--- src/rtl/vec_relu_seq_if.sv ---
// Handshake bundle for vec_relu_seq: input vector channel, result channel and busy flag.
interface vec_relu_seq_if #(
  parameter int DATA_W = 128
);
  logic              in_valid;
  logic              in_ready;
  logic [DATA_W-1:0] in_vec;
  logic              out_valid;
  logic              out_ready;
  logic [DATA_W-1:0] out_vec;
  logic              busy;

  modport master (
    output in_valid, in_vec, out_ready,
    input  in_ready, out_valid, out_vec, busy
  );

  modport slave (
    input  in_valid, in_vec, out_ready,
    output in_ready, out_valid, out_vec, busy
  );
endinterface

--- src/rtl/vec_relu_seq.sv ---
// Vector ReLU over packed floating-point elements, time-sharing LANES ReLU units
// across the vector one chunk per cycle, with a valid/ready handshake on both sides.
module vec_relu_seq #(
  parameter int EXP_WIDTH  = 8,
  parameter int MANT_WIDTH = 23,
  parameter int VEC_SIZE   = 4,
  parameter int LANES      = 1
) (
  input  logic           clk,
  input  logic           rst,
  vec_relu_seq_if.slave  bus
);
  localparam int W       = 1 + EXP_WIDTH + MANT_WIDTH;
  localparam int VW      = VEC_SIZE * W;
  localparam int N       = VEC_SIZE / LANES;
  localparam int CW      = (N > 1) ? $clog2(N) : 1;
  localparam int CHUNK_W = LANES * W;

  typedef enum logic [1:0] {
    IDLE = 2'd0,
    RUN  = 2'd1,
    DONE = 2'd2
  } state_t;

  state_t             state_r;
  state_t             state_s;
  logic [CW-1:0]      cnt_r;
  logic [VW-1:0]      op_r;
  logic [VW-1:0]      res_r;
  logic [CHUNK_W-1:0] chunk_s;
  logic               in_ready_s;
  logic               accept_s;
  logic               last_s;

  // Negative sign (including -0 and negative NaN) collapses to +0.
  function automatic logic [W-1:0] relu(input logic [W-1:0] e);
    if (e[W-1]) begin
      relu = {W{1'b0}};
    end else begin
      relu = e;
    end
  endfunction

  // ReLU of the chunk currently selected by the counter.
  always_comb begin
    chunk_s = {CHUNK_W{1'b0}};
    for (int l = 0; l < LANES; l++) begin
      chunk_s[l*W +: W] = relu(op_r[(int'(cnt_r) * LANES + l) * W +: W]);
    end
  end

  // In DONE the slot frees up in the same cycle the result is taken.
  always_comb begin
    case (state_r)
      IDLE:    in_ready_s = 1'b1;
      DONE:    in_ready_s = bus.out_ready;
      default: in_ready_s = 1'b0;
    endcase
  end

  assign accept_s = bus.in_valid && in_ready_s;
  assign last_s   = (cnt_r == CW'(N - 1));

  // Next-state decode.
  always_comb begin
    state_s = state_r;
    case (state_r)
      IDLE: begin
        if (accept_s) begin
          state_s = RUN;
        end else begin
          state_s = IDLE;
        end
      end
      RUN: begin
        if (last_s) begin
          state_s = DONE;
        end else begin
          state_s = RUN;
        end
      end
      DONE: begin
        if (bus.out_ready) begin
          state_s = bus.in_valid ? RUN : IDLE;
        end else begin
          state_s = DONE;
        end
      end
      default: state_s = IDLE;
    endcase
  end

  // State register.
  always_ff @(posedge clk) begin
    if (rst) begin
      state_r <= IDLE;
    end else begin
      state_r <= state_s;
    end
  end

  // Operand capture, chunk counter and result register.
  always_ff @(posedge clk) begin
    if (rst) begin
      op_r  <= {VW{1'b0}};
      res_r <= {VW{1'b0}};
      cnt_r <= {CW{1'b0}};
    end else if (accept_s) begin
      op_r  <= bus.in_vec;
      cnt_r <= {CW{1'b0}};
    end else if (state_r == RUN) begin
      res_r[int'(cnt_r) * CHUNK_W +: CHUNK_W] <= chunk_s;
      cnt_r <= cnt_r + {{(CW-1){1'b0}}, 1'b1};
    end
  end

  assign bus.in_ready  = in_ready_s;
  assign bus.out_valid = (state_r == DONE);
  assign bus.busy      = (state_r != IDLE);
  assign bus.out_vec   = res_r;
endmodule

--- src/flat_wrapper.sv ---
// flat-port wrapper written by rule: the top's interface ports become plain ports
module vec_relu_seq_flat 
#(
  parameter int EXP_WIDTH  = 8,
  parameter int MANT_WIDTH = 23,
  parameter int VEC_SIZE   = 4,
  parameter int LANES      = 1
)
  (clk, rst, bus_in_valid, bus_in_vec, bus_out_ready, bus_in_ready, bus_out_valid, bus_out_vec, bus_busy);
  vec_relu_seq_if #(.DATA_W((128))) bus_i ();
  input  logic clk;
  input  logic rst;
  input wire logic [$bits(bus_i.in_valid)-1:0] bus_in_valid;
  input wire logic [$bits(bus_i.in_vec)-1:0] bus_in_vec;
  input wire logic [$bits(bus_i.out_ready)-1:0] bus_out_ready;
  output wire logic [$bits(bus_i.in_ready)-1:0] bus_in_ready;
  output wire logic [$bits(bus_i.out_valid)-1:0] bus_out_valid;
  output wire logic [$bits(bus_i.out_vec)-1:0] bus_out_vec;
  output wire logic [$bits(bus_i.busy)-1:0] bus_busy;
  assign bus_i.in_valid = bus_in_valid;
  assign bus_i.in_vec = bus_in_vec;
  assign bus_i.out_ready = bus_out_ready;
  assign bus_in_ready = bus_i.in_ready;
  assign bus_out_valid = bus_i.out_valid;
  assign bus_out_vec = bus_i.out_vec;
  assign bus_busy = bus_i.busy;
  vec_relu_seq #(.EXP_WIDTH(EXP_WIDTH), .MANT_WIDTH(MANT_WIDTH), .VEC_SIZE(VEC_SIZE), .LANES(LANES)) u_core (.clk(clk), .rst(rst), .bus(bus_i));
endmodule
--- config.mk ---
export PLATFORM = sky130hd
export DESIGN_NAME = vec_relu_seq_flat
export DESIGN_NICKNAME = d
export VERILOG_FILES = /design/src/rtl/vec_relu_seq_if.sv /design/src/rtl/vec_relu_seq.sv /design/src/flat_wrapper.sv
export SDC_FILE = /design/constraint.sdc
export NUM_CORES = 1
export LEC_CHECK = 0
export BUFFER_PORTS_ARGS = -buffer_cell sky130_fd_sc_hd__buf_4
export CAP_MARGIN = 10
export CORE_MARGIN = 4
export CORE_UTILIZATION = 30
export DETAILED_ROUTE_END_ITERATION = 6
export PLACE_DENSITY = 0.5
export SYNTH_ARGS = -nofsm -noshare
export SYNTH_HDL_FRONTEND = slang
export SYNTH_SLANG_ARGS = --single-unit
--- constraint.sdc ---
create_clock -name clk -period 8.2 [get_ports clk]
set_input_delay 0.41 -clock clk [delete_from_list [all_inputs] [get_ports clk]]
set_output_delay 0.41 -clock clk [all_outputs]
set_load 0.005 [all_outputs]
* Yosys cells after proc, flatten, opt, wreduce, memory -nomap -nowiden *
Index checks and enable logic that the tools add are counted.

storage, ports and cells
  flip-flop bits (word level) = 260
  latch bits = 0
  RAM bits = 0
  ROM bits = 0
  input port bits = 132
  output and inout bits = 131
  word-level logic and storage cells = 26
  memories = 0

cells by class
  $add $sub $neg = 2
  multipliers = 0
  div/mod/pow operators = 0
  order comparisons = 0
  eq/ne operators = 3
  shifts and indexed selects = 3
  muxes and demuxes = 8
  bitwise operators = 1
  reduce and logical (&&, ||, !) cells = 5

operator list
  kind                                                                       number
  128-bit bitwise mux                                                        1
  32-bit by 33-bit variable shift with 128-bit output, first input constant  1
  128-bit by 8-bit variable part select with 32-bit output                   1
  32-bit by 33-bit variable part select with 128-bit output                  1
  7-bit negation with 33-bit output                                          1
  31-bit two-way mux                                                         1
  2-bit one-hot mux with 3 select lines                                      1
  2-bit equality test, second input constant                                 2
  2-bit two-way mux                                                          2
  2-bit by 1-bit adder with 2-bit output, second input constant              1
  2-bit by 1-bit equality test with 1-bit output, second input constant      1
  2-bit zero test                                                            1
  1-bit two-way mux                                                          2
  1-bit one-hot mux with 2 select lines                                      1
  2-bit AND reduction                                                        1
  2-bit nonzero test                                                         1
  2-bit OR reduction                                                         1
  1-bit logical AND                                                          1
  1-bit inverter                                                             1

* Logic depth before layout (Yosys ltp) *
Gate-level depths: netlist of run 1.

  depth after elaboration = 5
  gate-level depth with buffers = 8
  mapped depth without buffers = 5

* Worst setup path after synthesis of run 1 *
Ideal clock, no wire load.

  path kind = flip-flop to flip-flop
  start = reg u_core.cnt_r[1]
  end = reg u_core.res_r[0] (netlist: u_core.bus.out_vec[0])
  setup time = 0.059 ns
  arrival time = 2.616 ns
  required time = 8.141 ns
  setup slack = 5.526 ns
  cell stages (with the launch flop) = 9
  path buffers = 3
  period minus slack after synthesis = 2.674 ns
  cells stage by stage = dfxtp_1 > clkbuf_1 > clkbuf_1 > inv_1 > ha_1 > or4b_1 > nor4_4 > buf_6 > a22o_1

between the ends
  cells in the longest elaborated chain, start to end = 4
  elaborated cells between the ends (all ways) = 6
  those cells by class = 1 x add/sub; 3 x shift; 2 x mux

ends and longest elaborated chain
  what                                                       line                 RTL
  start: declaration                                         vec_relu_seq.sv:27   logic [CW-1:0] cnt_r;
  start signal: assignment                                   vec_relu_seq.sv:107  cnt_r <= {CW{1'b0}};
  start signal: assignment                                   vec_relu_seq.sv:110  cnt_r <= {CW{1'b0}};
  start signal: assignment                                   vec_relu_seq.sv:113  cnt_r <= cnt_r + {{(CW-1){1'b0}}, 1'b1};
  128-bit by 8-bit variable part select with 32-bit output   vec_relu_seq.sv:48   chunk_s[l*W +: W] = relu(op_r[(int'(cnt_r) * LANES + l) * W +: W]);
  31-bit two-way mux                                         vec_relu_seq.sv:37   if (e[W-1]) begin
  32-bit by 33-bit variable part select with 128-bit output  vec_relu_seq.sv:112  res_r[int'(cnt_r) * CHUNK_W +: CHUNK_W] <= chunk_s;
  128-bit bitwise mux (*)                                    vec_relu_seq.sv:112
  end signal: assignment                                     vec_relu_seq.sv:106  res_r <= {VW{1'b0}};
  end signal: indexed assignment                             vec_relu_seq.sv:112
  end: declaration                                           vec_relu_seq.sv:29   logic [VW-1:0] res_r;

Mark *: on every way between the ends. The rest lies on a longest branch, timed or not.
A chain may end at the register's enable or synchronous reset.

* Worst setup path after layout of run 1 *
  start = reg u_core.cnt_r[1]
  end = reg u_core.res_r[106] (netlist: u_core.bus.out_vec[106])

Same word-level chain as after synthesis.

==> flow_summary.ini, run 1 <==
[worst_hold_path]
holdCritStartpoint = bus_in_vec[2]
hold_depth = 3
hold_path_end = u_core.op_r[2]$_SDFFE_PP0P_
hp-class = in -> reg

[drt]
routedWlPerCell_um = 21.80
viasPerCell = 5.498
vias = 8928
wl_um = 35410
first_iter_violations = 605
first_pass_iters = 5
drc_errors = 0
ant_nets = 0

[yosys]
synth-seq-area-share_pct = 49.68
syn_inst = 982
synth_top_area_share_pct = 49.68
synth_warnings = 0
syn-cell-area_um2 = 10320
yosys-top-cells-area = dfxtp_1, a22o_1, o31ai_1
synth_area_leader_cell = dfxtp_1
synthArstFlopShare_pct = 0
ys_seq_elements = 256
synth_cell_types = 32
synth_edf_count = 0
synth_top_flop_cell = dfxtp_1
synth.avg_cell_area_um2 = 10.51

[global_routing]
grt_max_degree = 105
grt_overflow_total = 0
track_usage_pct = 17.84
grt_pass1_wl_um = 54830
grt_pass1_vias = 8945
antenna_found_initial = 2

[placement]
dp_hpwl_um = 23430
dp_slack_ns = 5.000
postPlaceCellArea_um2 = 12390
gp_congestion = 0.7603
port_buffers = 258

[cts]
numCtsBuffers = 29
clockRootBuffer = clkbuf_16
cts_num_sinks = 256
clk_latency_ns = 0.54
cts_tree = built
clk_pin_slew_ns = 0.06
cts_buffer_depth = 3
cts_resized = 0
postCtsSetupRepairBufs = 0
cts_htree_levels = 1
ctsHoldBuffers = 0

[floorplan]
core_um2 = 33700
initial_core_util_pct = 30.61
rows = 67
die_width_um = 193.4
ioPinCount = 263
fp.dieH_um = 193.4
dieArea_um2 = 37420

[cells_and_area]
final_area_um2 = 13380
fillerInstances = 3421
nNetsFinal = 1290
area_growth_syn_to_layout_pct = 29.67
drive_gt1_share_pct = 31.23
final_cell_mix = buf_4, dfxtp_1, a21oi_1, nand4_1, o31ai_1
final_common_cell = buf_4

[timing]
finalHoldViolations = 0
finalCritPeriodShare_pct = 38.85
relSlewSlack_pct = 28.07
holdWs_ns = 0.1274
setup_ws_ns = 5.014
fin_setup_tns_ns = 0
min_period_ns = 3.186
fmax_ghz = 0.3139
slew_viol_final = 0
setup_viol = 0
rsz0062_at_grt = no
worst_pin_slew_ns = 1.079
clock_skew_ns = 0.01160

[critical_path]
slowest_stage = dfxtp_2
cp.arrival_ns = 3.67
slowest_delay_ns = 1.04
reg2reg_from = u_core.cnt_r[1]$_SDFFE_PP0P_
startpoint_type = flip-flop
path_buf_inv = 2
path_cells = inv_1, ha_1, or4b_1, nor4_4, buf_4, a22o_1
rr_worst_depth = 6
crit_path_max_fanout = 37
reg2reg_slack_ns = 5.01
critPathTopFamily = flip-flops
reg2reg_to = u_core.bus.out_vec[106]$_SDFFE_PP0P_
crit_type = reg -> reg
crit_required_ns = 8.69
end_kind = flip-flop

[pwr]
p_int_w = 0.002201
power_frac_clock_pct = 45.1
ir_drop_uv = 151.8
pwr-share-seq_pct = 45.2
p_leak_nw = 5.399
switchingPower_w = 0.0007204
sw_frac_of_total_pct = 24.66
p_per_area_nw_per_um2 = 218.4
comb_power_share_pct = 9.7

[run_status]
outcome = finished clean

[run]
max_cap_violations = 0
Yosys cell counts, types with 2 or more instances:
library cell and number:
nor2b_1 3, a22o_1 122, nor4_4 3, o31ai_1 128
clkbuf_1 106, nor3_1 3, nor2_1 5, a32o_1 2
buf_2 7, and3b_1 2, inv_2 3, nand2b_1 4
buf_1 10, nand4_1 128, dfxtp_1 256, nand2_1 5
ha_1 6, buf_6 9, buf_4 5, a21oi_1 132
mux4_2 32
stage by stage:
step,utilization [%],power [W],cells
after floorplan,-,0.001506,985
after global placement,36.77,0.001630,1569
after detailed placement,36.77,0.001633,1569
after CTS,39.69,0.002957,1623
after global routing,39.69,0.003038,1624
final,39.69,0.002921,1624
worst min-delay path: cells and delay by family:
| kind | cells | cell delay (ns) |
|---|---|---|
| AOI/OAI and AO/OA | 1 | 0.05 |
| buffers and inverters | 1 | 0.11 |
| and+or+nand+nor | 1 | 0.05 |
area by class of cell:
class | count | area, um2 | area share (%)
sequential | 256 | 5131 | 38.36
multi-input combinational | 588 | 4629 | 34.61
timing repair buffer | 273 | 2049 | 15.32
clock buffer | 45 | 877.1 | 6.557
tap | 448 | 560.5 | 4.190
clock inverter | 9 | 106.4 | 0.7951
inverter | 4 | 20.02 | 0.1497
antenna | 1 | 2.502 | 0.01871
worst max path at each step:
stage	start	endpoint	cells after the start
floorplan	u_core.cnt_r[1]$_SDFFE_PP0P_	u_core.bus.out_vec[0]$_SDFFE_PP0P_	8
global placement	u_core.cnt_r[1]$_SDFFE_PP0P_	u_core.bus.out_vec[103]$_SDFFE_PP0P_	6
detailed placement	u_core.cnt_r[1]$_SDFFE_PP0P_	u_core.bus.out_vec[110]$_SDFFE_PP0P_	6
CTS	u_core.cnt_r[1]$_SDFFE_PP0P_	u_core.bus.out_vec[106]$_SDFFE_PP0P_	6
global route	u_core.cnt_r[1]$_SDFFE_PP0P_	u_core.bus.out_vec[41]$_SDFFE_PP0P_	6
finish	u_core.cnt_r[1]$_SDFFE_PP0P_	u_core.bus.out_vec[106]$_SDFFE_PP0P_	6
registers in the layout (all words and copies together) (netlist names):
| signal | flops |
|---|---|
| u_core.state_r | 2 |
| u_core.cnt_r | 2 |
| u_core.op_r | 128 |
| u_core.bus.out_vec | 124 |
power groups by stage:
stage               registers (W)  logic (W)  clock network, W
floorplan                 0.00133   0.000176                 0
global placement          0.00135   0.000284                 0
detailed placement        0.00135   0.000285                 0
CTS                       0.00132   0.000286           0.00135
global route              0.00133   0.000309           0.00140
finish                    0.00132   0.000283           0.00132
layer usage:
| layer | global-route usage [%] | vias to the layer above | share of wire (%) |
|---|---|---|---|
| met3 | 3.253 | 38 | 4.9 |
| met5 | 0 | - | 0.037 |
| met4 | 3.488 | 2 | 1.7 |
| met2 | 26.40 | 277 | 43 |
| met1 | 27.28 | 4371 | 50 |
| li1 | - | 4240 | - |
kinds of logic after synthesis:
logic type                 Yosys count  synth area share [%]
AOI/OAI and AO/OA                  385                 26.34
DFF                                256                 49.68
and+or+nand+nor                    159                 9.994
buffers and inverters              141                 6.052
muxes                               33                 7.083
adders and majority gates            6                0.7277
other                                1               0.03635
xor gates and xnor gates             1               0.08492
Power figures use the tool's default switching activity.
==> run 2, diff against run 1 <==
--- a/config.mk
+++ b/config.mk
@@ -10,7 +10,7 @@
 export CORE_MARGIN = 4
 export CORE_UTILIZATION = 30
 export DETAILED_ROUTE_END_ITERATION = 6
-export PLACE_DENSITY = 0.5
+export PLACE_DENSITY = 0.52
 export SYNTH_ARGS = -nofsm -noshare
 export SYNTH_HDL_FRONTEND = slang
 export SYNTH_SLANG_ARGS = --single-unit
==> constraint.sdc (replaced) <==
create_clock -name clk -period 2.8 [get_ports clk]
set_input_delay 0.14 -clock clk [delete_from_list [all_inputs] [get_ports clk]]
set_output_delay 0.14 -clock clk [all_outputs]
set_load 0.005 [all_outputs]
==> flow_summary.ini, run 2 (same netlist as run 1, synthesis figures left out) <==
[cells_and_area]
drive_gt1_share_pct = 28.52
final_common_cell = buf_4
regMostFlops = u_core.op_r
final_cell_mix = buf_4, dfxtp_1, dlygate4sd3_1, a21oi_1
n_antenna_cell = 0
largest_reg_flops = 128
fillerInstances = 3192
area_growth_syn_to_layout_pct = 44.40
nNetsFinal = 1439

[pwr]
ir_drop_uv = 432.2
p_leak_nw = 6.015
fin_total_pwr_w = 0.008713
p_per_area_nw_per_um2 = 584.9

[drt]
viasPerCell = 5.356
ant_nets = 0
first_pass_iters = 6
wl_um = 36560
drc_errors = 0
first_iter_violations = 705
routedWlPerCell_um = 20.65
vias = 9480

[global_routing]
grt_overflow_total = 0
track_usage_pct = 18.43
antenna_found_initial = 0
grt_max_degree = 78
grt_pass1_wl_um = 57000
grt_pass1_vias = 9529

[placement]
dp_hpwl_um = 23660
gp_congestion = 0.7619
port_buffers = 258

[timing]
fin_setup_tns_ns = 0
finalHoldViolations = 0
slew_viol_final = 0
fmax_ghz = 0.4226
rsz0062_at_grt = no
setup_viol = 0
worst_pin_slew_ns = 1.014
finalCritPeriodShare_pct = 84.52
min_period_ns = 2.367
relSlewSlack_pct = 32.24
clock_skew_ns = 0.01718

[floorplan]
die_width_um = 193.4
rows = 67
initial_core_util_pct = 30.61
fp.dieH_um = 193.4
core_um2 = 33700
ioPinCount = 263
dieArea_um2 = 37420

[critical_path]
startpoint_type = flip-flop
crit_path_max_fanout = 63
cp.arrival_ns = 2.23
rr_worst_depth = 6
crit_type = reg -> out
end_kind = primary output
crit_required_ns = 2.66

[run]
max_cap_violations = 0

[cts]
clk_pin_slew_ns = 0.06
cts_htree_levels = 1
numCtsBuffers = 29
postCtsSetupRepairBufs = 0
clockRootBuffer = clkbuf_16
cts_buffer_depth = 3
cts_num_sinks = 256
clk_latency_ns = 0.56
cts_tree = built

[worst_hold_path]
hp-class = in -> reg
hold_depth = 3

[run_status]
outcome = finished clean
==> run 2: cell count changes in the layout (fill, tap and decap cells not counted), sizes merged <==
cell         before  now
clkinv            6    4
dlygate4sd3       0  140
diode             1    0
clkbuf           45   43
clkinvlp          0    3
buf             273  282
bufinv            2    1
==> run 2: path summary, 6_finish.rpt <==
kind	slack, ns	start	endpoint
setup / recovery	0.43	u_core.state_r[1]$_SDFF_PP0_	bus_in_ready
hold / removal	0.04	bus_in_valid	u_core.op_r[114]$_SDFFE_PP0P_
setup reg to reg	0.53	u_core.cnt_r[0]$_SDFFE_PP0P_	u_core.bus.out_vec[105]$_SDFFE_PP0P_
hold reg to reg	0.47	u_core.op_r[127]$_SDFFE_PP0P_	u_core.op_r[127]$_SDFFE_PP0P_
==> run 2: through the flow <==
step	util, %	cells	worst slack, ns	cell area, um2	hold WS (ns)
3_3_place_gp	37.16	1578	0.5784	12520	0.4122
4_1_cts	44.20	1770	0.3860	14900	0.006492
5_1_grt	44.20	1770	0.2958	14900	0.03776
3_5_place_dp	37.16	1578	0.5369	12520	0.4154
6_report	44.20	1770	0.4335	14900	0.03925
2_1_floorplan	-	985	0.1257	10330	0.2900
==> run 2: layout make-up <==
class / instances / area (um2) / share of cell area [%]
sequential: 256 / 5134 / 34.46
multi-input combinational: 588 / 4629 / 31.08
timing repair buffer: 422 / 3581 / 24.04
clock buffer: 43 / 879.6 / 5.905
tap: 448 / 560.5 / 3.763
clock inverter: 9 / 92.59 / 0.6215
inverter: 4 / 20.02 / 0.1344
==> run 2: layer usage <==
metal / vias to the layer above / share of wire, % / global-route usage, %
met3: 60 / 4.3 / 2.957
met1: 4634 / 49 / 26.86
met4: 0 / 2.4 / 4.275
li1: 4521 / - / -
met2: 265 / 44 / 28.81
met5: - / 0 / 0
==> run 2: power by group <==
| part | total (W) | leakage [nW] | switching [W] | internal (W) |
|---|---|---|---|---|
| clock | 0.00384 | 0.473 | 0.00158 | 0.00227 |
| combinational | 0.00102 | 3.46 | 0.000547 | 0.000478 |
| sequential | 0.00384 | 2.08 | 0.0000724 | 0.00377 |
| total | 0.00871 | 6.02 | 0.00220 | 0.00652 |
==> run 2: worst max-delay path: stages (launching register included) <==
cell and delay, ns:
dfxtp_1 0.56, nor2b_4 0.48, buf_12 0.35, nor2_1 0.08, buf_4 0.17
==> run 2: what timing repair did <==
action / in CTS / in global routing
resized for setup: 0 / 0
hold buffers: 140 / 0
endpoints found under the hold margin: 128 / 0
